**config.mk**
```make
export PLATFORM = sky130hd
export DESIGN_NAME = rgb_pwm_sequencer_flat
export DESIGN_NICKNAME = d
export VERILOG_FILES = /design/src/rtl/rgb_pwm_sequencer_pkg.sv /design/src/rtl/rgb_pwm_sequencer_if.sv /design/src/rtl/rgb_pwm_channel.sv /design/src/rtl/rgb_pwm_sequencer.sv /design/src/flat_wrapper.sv
export SDC_FILE = /design/constraint.sdc
export NUM_CORES = 1
export LEC_CHECK = 0
export BUFFER_PORTS_ARGS = -buffer_cell sky130_fd_sc_hd__buf_4
export CAP_MARGIN = 20
export CORE_UTILIZATION = 63
export DETAILED_ROUTE_END_ITERATION = 12
export GPL_TIMING_DRIVEN = 0
export PLACE_DENSITY_LB_ADDON = 0.3
export SKIP_LAST_GASP = 1
export SYNTH_ARGS = -nofsm -noshare
export SYNTH_HDL_FRONTEND = slang
export SYNTH_SLANG_ARGS = --single-unit
```
**constraint.sdc**
```tcl
create_clock -name int_osc -period 4.9 [get_ports int_osc]
set_input_delay 0.49 -clock int_osc [delete_from_list [all_inputs] [get_ports int_osc]]
set_output_delay 0.49 -clock int_osc [all_outputs]
set_load 0.005 [all_outputs]
```
**src/rtl/rgb_pwm_sequencer_pkg.sv**
```systemverilog
// rgb_pwm_sequencer shared types: channel modes and breathe FSM states.
// Optional feature macro used by this block: RGB_PWM_BREATHE_EN.
package rgb_pwm_sequencer_pkg;

    typedef enum logic [1:0] {
        MODE_OFF     = 2'd0,
        MODE_STATIC  = 2'd1,
        MODE_BLINK   = 2'd2,
        MODE_BREATHE = 2'd3
    } mode_t;

    typedef enum logic {
        BR_UP   = 1'b0,
        BR_DOWN = 1'b1
    } br_state_t;

    function automatic int ch_w(input int n);
        return (n > 1) ? $clog2(n) : 1;
    endfunction

endpackage

```
**src/rtl/rgb_pwm_sequencer_if.sv**
```systemverilog
// rgb_pwm_sequencer config write channel (valid/ready handshake).
// Master drives the write, slave (the sequencer) returns ready.
interface rgb_pwm_sequencer_if #(
    parameter int CH_W  = 2,
    parameter int PWM_W = 8
);
    import rgb_pwm_sequencer_pkg::*;

    logic             cfg_valid;
    logic             cfg_ready;
    logic [CH_W-1:0]  cfg_ch;
    logic [PWM_W-1:0] cfg_duty;
    mode_t            cfg_mode;

    modport master (
        output cfg_valid, cfg_ch, cfg_duty, cfg_mode,
        input  cfg_ready
    );

    modport slave (
        input  cfg_valid, cfg_ch, cfg_duty, cfg_mode,
        output cfg_ready
    );

endinterface

```
**src/rtl/rgb_pwm_channel.sv**
```systemverilog
// One PWM channel: shadow/active config, breathe FSM, compare and output flop.
// Breathe logic is built only when RGB_PWM_BREATHE_EN is defined.
module rgb_pwm_channel
    import rgb_pwm_sequencer_pkg::*;
#(
    parameter int PWM_W = 8
) (
    input  logic             i_clk,
    input  logic             i_rstn,
    input  logic [PWM_W-1:0] i_cnt,
    input  logic             i_wrap,
    input  logic             i_blink,
    input  logic             i_wr,
    input  logic [PWM_W-1:0] i_duty,
    input  mode_t            i_mode,
    output logic             o_pending,
    output logic             o_pwm
);

    logic [PWM_W-1:0] r_sh_duty;
    logic [PWM_W-1:0] r_duty;
    logic [PWM_W-1:0] w_eff;
    mode_t            r_sh_mode;
    mode_t            r_mode;
    mode_t            w_mode_in;
    logic             r_pending;
    logic             w_commit;

`ifdef RGB_PWM_BREATHE_EN
    assign w_mode_in = i_mode;
`else
    assign w_mode_in = (i_mode == MODE_BREATHE) ? MODE_STATIC : i_mode;
`endif

    assign w_commit  = i_wrap && r_pending;
    assign o_pending = r_pending;

    // Capture on accept; active copy changes only at a period wrap
    always_ff @(posedge i_clk or negedge i_rstn) begin
        if (!i_rstn) begin
            r_sh_duty <= '0;
            r_sh_mode <= MODE_OFF;
            r_duty    <= '0;
            r_mode    <= MODE_OFF;
            r_pending <= 1'b0;
        end else begin
            if (w_commit) begin
                r_duty    <= r_sh_duty;
                r_mode    <= r_sh_mode;
                r_pending <= 1'b0;
            end
            if (i_wr) begin
                r_sh_duty <= i_duty;
                r_sh_mode <= w_mode_in;
                r_pending <= 1'b1;
            end
        end
    end

`ifdef RGB_PWM_BREATHE_EN
    logic [PWM_W-1:0] r_lvl;
    logic [PWM_W-1:0] w_duty_nxt;
    br_state_t        r_st;
    mode_t            w_mode_nxt;

    assign w_duty_nxt = w_commit ? r_sh_duty : r_duty;
    assign w_mode_nxt = w_commit ? r_sh_mode : r_mode;

    // Breathe ramp; turning points step straight back so peaks last one period
    always_ff @(posedge i_clk or negedge i_rstn) begin
        if (!i_rstn) begin
            r_lvl <= '0;
            r_st  <= BR_UP;
        end else if (w_commit && r_sh_mode == MODE_BREATHE
                     && r_mode != MODE_BREATHE) begin
            r_lvl <= '0;
            r_st  <= BR_UP;
        end else if (w_commit && r_sh_mode == MODE_BREATHE
                     && r_sh_duty < r_lvl) begin
            r_lvl <= r_sh_duty;
            r_st  <= BR_DOWN;
        end else if (i_wrap && w_mode_nxt == MODE_BREATHE) begin
            unique case (r_st)
                BR_UP: begin
                    if (r_lvl == w_duty_nxt) begin
                        r_st  <= BR_DOWN;
                        r_lvl <= (r_lvl == '0) ? r_lvl : r_lvl - 1'b1;
                    end else begin
                        r_lvl <= r_lvl + 1'b1;
                    end
                end
                BR_DOWN: begin
                    if (r_lvl == '0) begin
                        r_st  <= BR_UP;
                        r_lvl <= (w_duty_nxt == '0) ? r_lvl : r_lvl + 1'b1;
                    end else begin
                        r_lvl <= r_lvl - 1'b1;
                    end
                end
            endcase
        end
    end
`endif

    // Effective duty per mode
    always_comb begin
        w_eff = '0;
        unique case (r_mode)
            MODE_OFF:     w_eff = '0;
            MODE_STATIC:  w_eff = r_duty;
            MODE_BLINK:   w_eff = i_blink ? '0 : r_duty;
`ifdef RGB_PWM_BREATHE_EN
            MODE_BREATHE: w_eff = r_lvl;
`else
            MODE_BREATHE: w_eff = r_duty;
`endif
        endcase
    end

    // Registered compare output
    always_ff @(posedge i_clk or negedge i_rstn) begin
        if (!i_rstn) o_pwm <= 1'b0;
        else         o_pwm <= (i_cnt < w_eff);
    end

endmodule

```
**src/rtl/rgb_pwm_sequencer.sv**
```systemverilog
// N-channel PWM LED sequencer for SB_RGBA_DRV: prescaler, period/blink counters, cfg.
// Define RGB_PWM_BREATHE_EN to build BREATHE mode; otherwise mode 3 acts as STATIC.
module rgb_pwm_sequencer
    import rgb_pwm_sequencer_pkg::*;
#(
    parameter int NUM_CH     = 3,
    parameter int PWM_W      = 8,
    parameter int PRESCALE_W = 16,
    parameter int BLINK_W    = 6
) (
    input  logic                  int_osc,
    input  logic                  rstn,
    input  logic [PRESCALE_W-1:0] prescale,
    rgb_pwm_sequencer_if.slave    cfg,
    output logic [NUM_CH-1:0]     pwm_out,
    output logic                  period_strobe
);

    localparam int CH_W = ch_w(NUM_CH);
    localparam int CH_N = 1 << CH_W;

    logic [PRESCALE_W-1:0] r_pre_cnt;
    logic [PWM_W-1:0]      r_cnt;
    logic [BLINK_W-1:0]    r_blink;
    logic                  w_tick;
    logic                  w_wrap;
    logic [NUM_CH-1:0]     w_pending;
    logic [NUM_CH-1:0]     w_wr;
    logic [CH_N-1:0]       w_pend_ext;

    assign w_tick     = (r_pre_cnt == prescale);
    assign w_wrap     = w_tick && (r_cnt == {PWM_W{1'b1}});
    // Unused channel slots read as not pending, so they always accept
    assign w_pend_ext = CH_N'(w_pending);
    assign cfg.cfg_ready = ~w_pend_ext[cfg.cfg_ch];

    // Prescaler; also restarts at once if prescale drops below the count
    always_ff @(posedge int_osc or negedge rstn) begin
        if (!rstn)                     r_pre_cnt <= '0;
        else if (r_pre_cnt >= prescale) r_pre_cnt <= '0;
        else                            r_pre_cnt <= r_pre_cnt + PRESCALE_W'(1);
    end

    // PWM period counter, blink counter and period strobe
    always_ff @(posedge int_osc or negedge rstn) begin
        if (!rstn) begin
            r_cnt         <= '0;
            r_blink       <= '0;
            period_strobe <= 1'b0;
        end else begin
            period_strobe <= w_wrap;
            if (w_tick) r_cnt <= r_cnt + PWM_W'(1);
            if (w_wrap) r_blink <= r_blink + BLINK_W'(1);
        end
    end

    for (genvar c = 0; c < NUM_CH; c++) begin : g_ch
        assign w_wr[c] = cfg.cfg_valid && cfg.cfg_ready
                         && (cfg.cfg_ch == CH_W'(c));

        rgb_pwm_channel #(
            .PWM_W (PWM_W)
        ) u_ch (
            .i_clk     (int_osc),
            .i_rstn    (rstn),
            .i_cnt     (r_cnt),
            .i_wrap    (w_wrap),
            .i_blink   (r_blink[BLINK_W-1]),
            .i_wr      (w_wr[c]),
            .i_duty    (cfg.cfg_duty),
            .i_mode    (cfg.cfg_mode),
            .o_pending (w_pending[c]),
            .o_pwm     (pwm_out[c])
        );
    end

endmodule

```
**src/flat_wrapper.sv**
```systemverilog
// flat-port wrapper written by rule: the top's interface ports become plain ports
module rgb_pwm_sequencer_flat import rgb_pwm_sequencer_pkg::*;
#(
    parameter int NUM_CH     = 3,
    parameter int PWM_W      = 8,
    parameter int PRESCALE_W = 16,
    parameter int BLINK_W    = 6
)
  (int_osc, rstn, prescale, pwm_out, period_strobe, cfg_cfg_valid, cfg_cfg_ch, cfg_cfg_duty, cfg_cfg_mode, cfg_cfg_ready);
  rgb_pwm_sequencer_if #(.CH_W((2)), .PWM_W(PWM_W)) cfg_i ();
  input  logic int_osc;
  input  logic rstn;
  input  logic [PRESCALE_W-1:0] prescale;
  output logic [NUM_CH-1:0] pwm_out;
  output logic period_strobe;
  input wire logic [$bits(cfg_i.cfg_valid)-1:0] cfg_cfg_valid;
  input wire logic [$bits(cfg_i.cfg_ch)-1:0] cfg_cfg_ch;
  input wire logic [$bits(cfg_i.cfg_duty)-1:0] cfg_cfg_duty;
  input wire logic [$bits(cfg_i.cfg_mode)-1:0] cfg_cfg_mode;
  output wire logic [$bits(cfg_i.cfg_ready)-1:0] cfg_cfg_ready;
  assign cfg_i.cfg_valid = cfg_cfg_valid;
  assign cfg_i.cfg_ch = cfg_cfg_ch;
  assign cfg_i.cfg_duty = cfg_cfg_duty;
  assign cfg_i.cfg_mode = cfg_cfg_mode;
  assign cfg_cfg_ready = cfg_i.cfg_ready;
  rgb_pwm_sequencer #(.NUM_CH(NUM_CH), .PWM_W(PWM_W), .PRESCALE_W(PRESCALE_W), .BLINK_W(BLINK_W)) u_core (.int_osc(int_osc), .rstn(rstn), .prescale(prescale), .cfg(cfg_i), .pwm_out(pwm_out), .period_strobe(period_strobe));
endmodule
```
# Word level (Yosys, flattened, before mapping)
# Index checks and enable logic that the tools add are counted.
[word_totals]
ff_bits = 97
input_bits = 31
word_cells = 79
output_inout_bits = 5
[classes]
order_cmp = 5
eq_ne = 14
n_reduce_logical = 18
n_addsub = 3
n_mux = 16
bitwise = 1
[op_table]
columns = ["cell", "n"]
rows = [
  ["$pmux 8 s3", 3],
  ["$lt 8x8->1", 3],
  ["$mux 8", 3],
  ["$add 16x1->16 const B", 1],
  ["$eq 16x16->1", 1],
  ["$eq 2x2->1 const B", 8],
  ["$ge 16x16->1", 1],
  ["$mux 16", 1],
  ["$add 8x1->8 const B", 1],
  ["$eq 2x1->1 const B", 4],
  ["$eq 8x8->1 const B", 1],
  ["$logic_and 1x1->1", 8],
  ["$logic_not 2->1", 4],
  ["$mux 1", 7],
  ["$add 6x1->6 const B", 1],
  ["$reduce_bool 2->1", 3],
  ["$reduce_or 2->1", 3],
  ["$lt 2x3->1 const B", 1],
  ["$bmux 1 s2", 1],
  ["$mux 2", 1],
  ["$not 1->1", 1],
]

# Longest topological paths before layout
[logic_depth]
ltp_word = 6
mapped_depth = 9

# Hierarchy
# A second synthesis with hierarchy kept.
[unflattened]
cells_unflattened = 427
area_unflattened_um2 = 4954.8
[by_module_without_submodules]
columns = ["mod", "n_inst", "cells_each", "area_each_um2"]
rows = [
  ["rgb_pwm_channel", 3, 77, 1009.7],
  ["rgb_pwm_sequencer", 1, 196, 1925.6],
]

# Worst setup path before layout
# OpenSTA, ideal clock, no wires.
[synth_path]
path_type = "input -> register"
startpoint = "input port prescale[15]"
endpoint = "register u_core.g_ch[0].u_ch.r_duty[0]"
path_slack_ns = 2.646
required_ns = 4.775
arrival_ns = 2.129
stages = 6
path_cell_list = "inv_1 ha_1 nand4_1 nor4_4 nand3_2 mux2_2"
[synth_between]
elab_chain_cells = 3
[synth_rtl]
columns = ["element", "line_no", "source"]
rows = [
  ["from (decl)", "flat_wrapper.sv:13", "input logic [PRESCALE_W-1:0] prescale;"],
  ["$eq 16x16->1", "rgb_pwm_sequencer.sv:31", "assign w_tick = (r_pre_cnt == prescale);"],
  ["$logic_and 1x1->1", "rgb_pwm_sequencer.sv:32", "assign w_wrap = w_tick && (r_cnt == {PWM_W{1'b1}});"],
  ["$logic_and 1x1->1", "rgb_pwm_channel.sv:35", "assign w_commit = i_wrap && r_pending;"],
  ["to (signal assigned)", "rgb_pwm_channel.sv:48", "r_duty <= r_sh_duty;"],
  ["to (decl)", "rgb_pwm_channel.sv:21", "logic [PWM_W-1:0] r_duty;"],
]
# No other way between the ends.
# A chain may end at the register's enable or synchronous reset.

# Worst setup path after layout
[layout_path]
startpoint = "register u_core.r_pre_cnt[11]"
endpoint = "register u_core.g_ch[2].u_ch.r_duty[3]"
[layout_between]
elab_chain_cells = 3
[layout_rtl]
columns = ["element", "line_no", "source"]
rows = [
  ["from (decl)", "rgb_pwm_sequencer.sv:22", "logic [PRESCALE_W-1:0] r_pre_cnt;"],
  ["from (signal assigned)", "rgb_pwm_sequencer.sv:41", "else r_pre_cnt <= r_pre_cnt + PRESCALE_W'(1);"],
  ["$eq 16x16->1", "rgb_pwm_sequencer.sv:31", ""],
  ["$logic_and 1x1->1", "rgb_pwm_sequencer.sv:32", ""],
  ["$logic_and 1x1->1", "rgb_pwm_channel.sv:35", ""],
  ["to (signal assigned)", "rgb_pwm_channel.sv:48", ""],
  ["to (decl)", "rgb_pwm_channel.sv:21", ""],
]
# No other way between the ends.

==> results.yml <==
power:
  ir_worst_vdd_uv: 258
  leakage_uw: 0.00265
  pwr_density_cell_nw_per_um2: 358
synth:
  syn-cell-area_sq_um: 4940
  yosysWarningCount: 0
  syn_nets: 494
  ys_ff_latch: 97
  synthTopCellsByCount: "dfrtp_1 (97), mux2_2 (59), ha_1 (40)"
  synthCells: 423
  ys_seq_area_frac: 0.492
  yosys-top-cells-area: "dfrtp_1 (49%), mux2_2 (13%), ha_1 (10%)"
  synth.distinct_cells: 37
  ys.flop_type: "dfrtp_1"
  synth_top_area_cell: "dfrtp_1"
  avgSynthCellArea_sq_um: 11.7
  synth_top_cell_area_share: 0.492
  synth_edf_count: 0
  async_flop_share: 1.00
  yosysMostFrequentCell: "dfrtp_1"
layout:
  area_delta_synth_final_pct: 12.5
  nets: 541
  fin_util: 0.750
  drive_gt1_frac: 0.259
  fillCellCount: 507
  n_antenna_cell: 0
route:
  num_vias: 3450
  first_pass_iters: 5
  routed_wirelength_um: 10100
  vias_per_cell: 6.02
  drt_iter0_markers: 263
  routedWlPerCell_um: 17.6
  postRouteAntennaNets: 0
  drc_errors: 0
sta:
  hold_violations: 0
  min_period_ns: 2.76
  setup_tns_ns: 0
  min_period_over_period: 0.564
  worstMarginPinSlew_ns: 1.11
  slew_headroom: 0.250
  skew_ns: 0.00959
  fin_hold_ws_ns: 0.112
  setup_violations: 0
  fmax_mhz: 362
  drv_slew: 0
  rsz0062_at_grt: "false"
clock_network:
  clock-root-buffer: "clkbuf_8"
  cts_buffers: 9
  ctsResizeCount: 0
  clockBufferDepth: 2
  post_cts_buffers: 0
  cts_hold_buffers: 0
  clock_sinks: 97
  path_clk_slew_ns: 0.09
  htreeDepth: 3
  cts_tree: "yes"
  clk_latency_ns: 0.37
setup_path:
  cp-start-kind: "flop"
  r2r-start: "u_core.r_pre_cnt[11]"
  cp.arrival_ns: 3.01
  critPathBufInv: 0
  r2r_cells: 5
  critical_path_required_ns: 5.15
  cp-end-kind: "flop"
  slowest_stage: "nor3_2"
  path_max_fanout: 10
  critPathKind: "reg2reg"
  regToRegSetupSlack_ns: 2.14
  r2r_end: "u_core.g_ch[2].u_ch.r_duty[3]"
  path_cells: "ha_1 -> nand4_1 -> nor3_2 -> nand3_2 -> mux2_2"
  crit_family: "simple AND/OR/NAND/NOR gates"
  cpPeakStageDelay_ns: 0.68
status:
  status: "completed"
global_route:
  first_global_vias: 3492
  antenna_found_initial: 0
  grt_max_degree: 54
  grt_pass1_wl_um: 17200
  grt_overflow: 0
  grt_util_all_layers: 0.270
floorplan:
  std_cell_rows: 31
  core_sq_um: 7410
  initial_core_util: 0.666
  die-area_sq_um: 8190
  num_io_pins: 36
  die_w_um: 90.5
  die_y_um: 90.5
placement:
  io_buffer_count: 35
  dpl.hpwl_um: 7020
  gp_congestion: 0.897
job:
  drv_cap: 0
hold_path:
  hold_class: "in2async"
-- cell usage in the layout (no fill, tap or decap), drive strengths merged, types with 4 or more instances in the layout --
cell type / n
nand3: 15
o21ai: 7
a21oi: 13
xnor2: 23
dfrtp: 97
nor2b: 10
nand4: 14
clkbuf: 20
inv: 27
mux2: 59
nor3: 5
nor2: 11
buf: 39
nor4: 22
nand2: 33
ha: 40
mux2i: 4
-- cell families (layout without fill, tap and decap cells) --
kind of cell | after synthesis | in the layout | synth area share
AND/OR/NAND/NOR | 123 | 123 | 0.138
flip-flops | 97 | 97 | 0.492
AO/OA/AOI/OAI | 35 | 35 | 0.0477
buffers and inverters | 39 | 90 | 0.0319
multiplexers | 63 | 63 | 0.143
adder cells (fa/ha/maj) | 40 | 40 | 0.101
XOR/XNOR | 26 | 26 | 0.0461
-- state kept, by name, summed over array words and instances (netlist names) --
name	count
u_core.g_ch.u_ch.r_duty	24
u_core.period_strobe	1
u_core.r_cnt	8
u_core.r_pre_cnt	16
u_core.g_ch.u_ch.o_pending	3
u_core.g_ch.u_ch.r_mode	6
u_core.g_ch.u_ch.r_sh_mode	6
u_core.g_ch.u_ch.o_pwm	3
u_core.r_blink	6
u_core.g_ch.u_ch.r_sh_duty	24
-- worst max path at each step --
stage / start / to / slack (ns) / cells after the start
final: u_core.r_pre_cnt[11] / u_core.g_ch[2].u_ch.r_duty[3] / 2.14 / 5
after global routing: u_core.r_pre_cnt[11] / u_core.g_ch[2].u_ch.r_duty[5] / 1.95 / 5
after global placement: prescale[15] / u_core.g_ch[1].u_ch.r_duty[2] / 2.11 / 7
after floorplan: prescale[15] / u_core.g_ch[0].u_ch.r_duty[0] / 2.65 / 6
after CTS: u_core.r_pre_cnt[11] / u_core.g_ch[2].u_ch.r_duty[4] / 2.16 / 5
after detailed placement: prescale[7] / u_core.g_ch[2].u_ch.r_duty[4] / 2.03 / 7
-- metrics by stage --
| stage | setup WS (ns) | cells | cell area, sq um | power [uW] |
|---|---|---|---|---|
| after floorplan | 2.65 | 423 | 4940 | 1340 |
| after global placement | 2.11 | 557 | 5320 | 1430 |
| after detailed placement | 2.03 | 558 | 5350 | 1470 |
| after CTS | 2.16 | 573 | 5550 | 2000 |
| after global routing | 1.95 | 573 | 5550 | 2100 |
| final | 2.14 | 573 | 5550 | 1990 |
-- per-layer routing --
layer / GRT usage / wire (um) / share of wire
met1: 0.366 / 4660 / 0.46
met2: 0.427 / 4750 / 0.47
met3: 0.0497 / 441 / 0.044
met4: 0.118 / 202 / 0.020
met5: 0 / 0 / 0
-- cell type report --
cell class                 count  area [sq um]  area share
tap                           99           124      0.0223
clock buffer                  11           151      0.0273
multi-input combinational    287          2350       0.423
clock inverter                 4          52.6     0.00946
inverter                      27           101      0.0182
buffer                        12          56.3      0.0101
timing repair buffer          36           290      0.0523
sequential                    97          2430       0.437
-- report_power, final --
part           switching (uW)  internal [uW]
sequential                134            966
combinational             158            201
clock                     269            262
-- worst reg2reg max path, cell delays in order, from the launching register on --
cell,delay (ns)
dfrtp_1,0.46
ha_1,0.35
nand4_1,0.24
nor3_2,0.68
nand3_2,0.50
mux2_2,0.42
No activity file was read; power rests on OpenSTA's default activity.
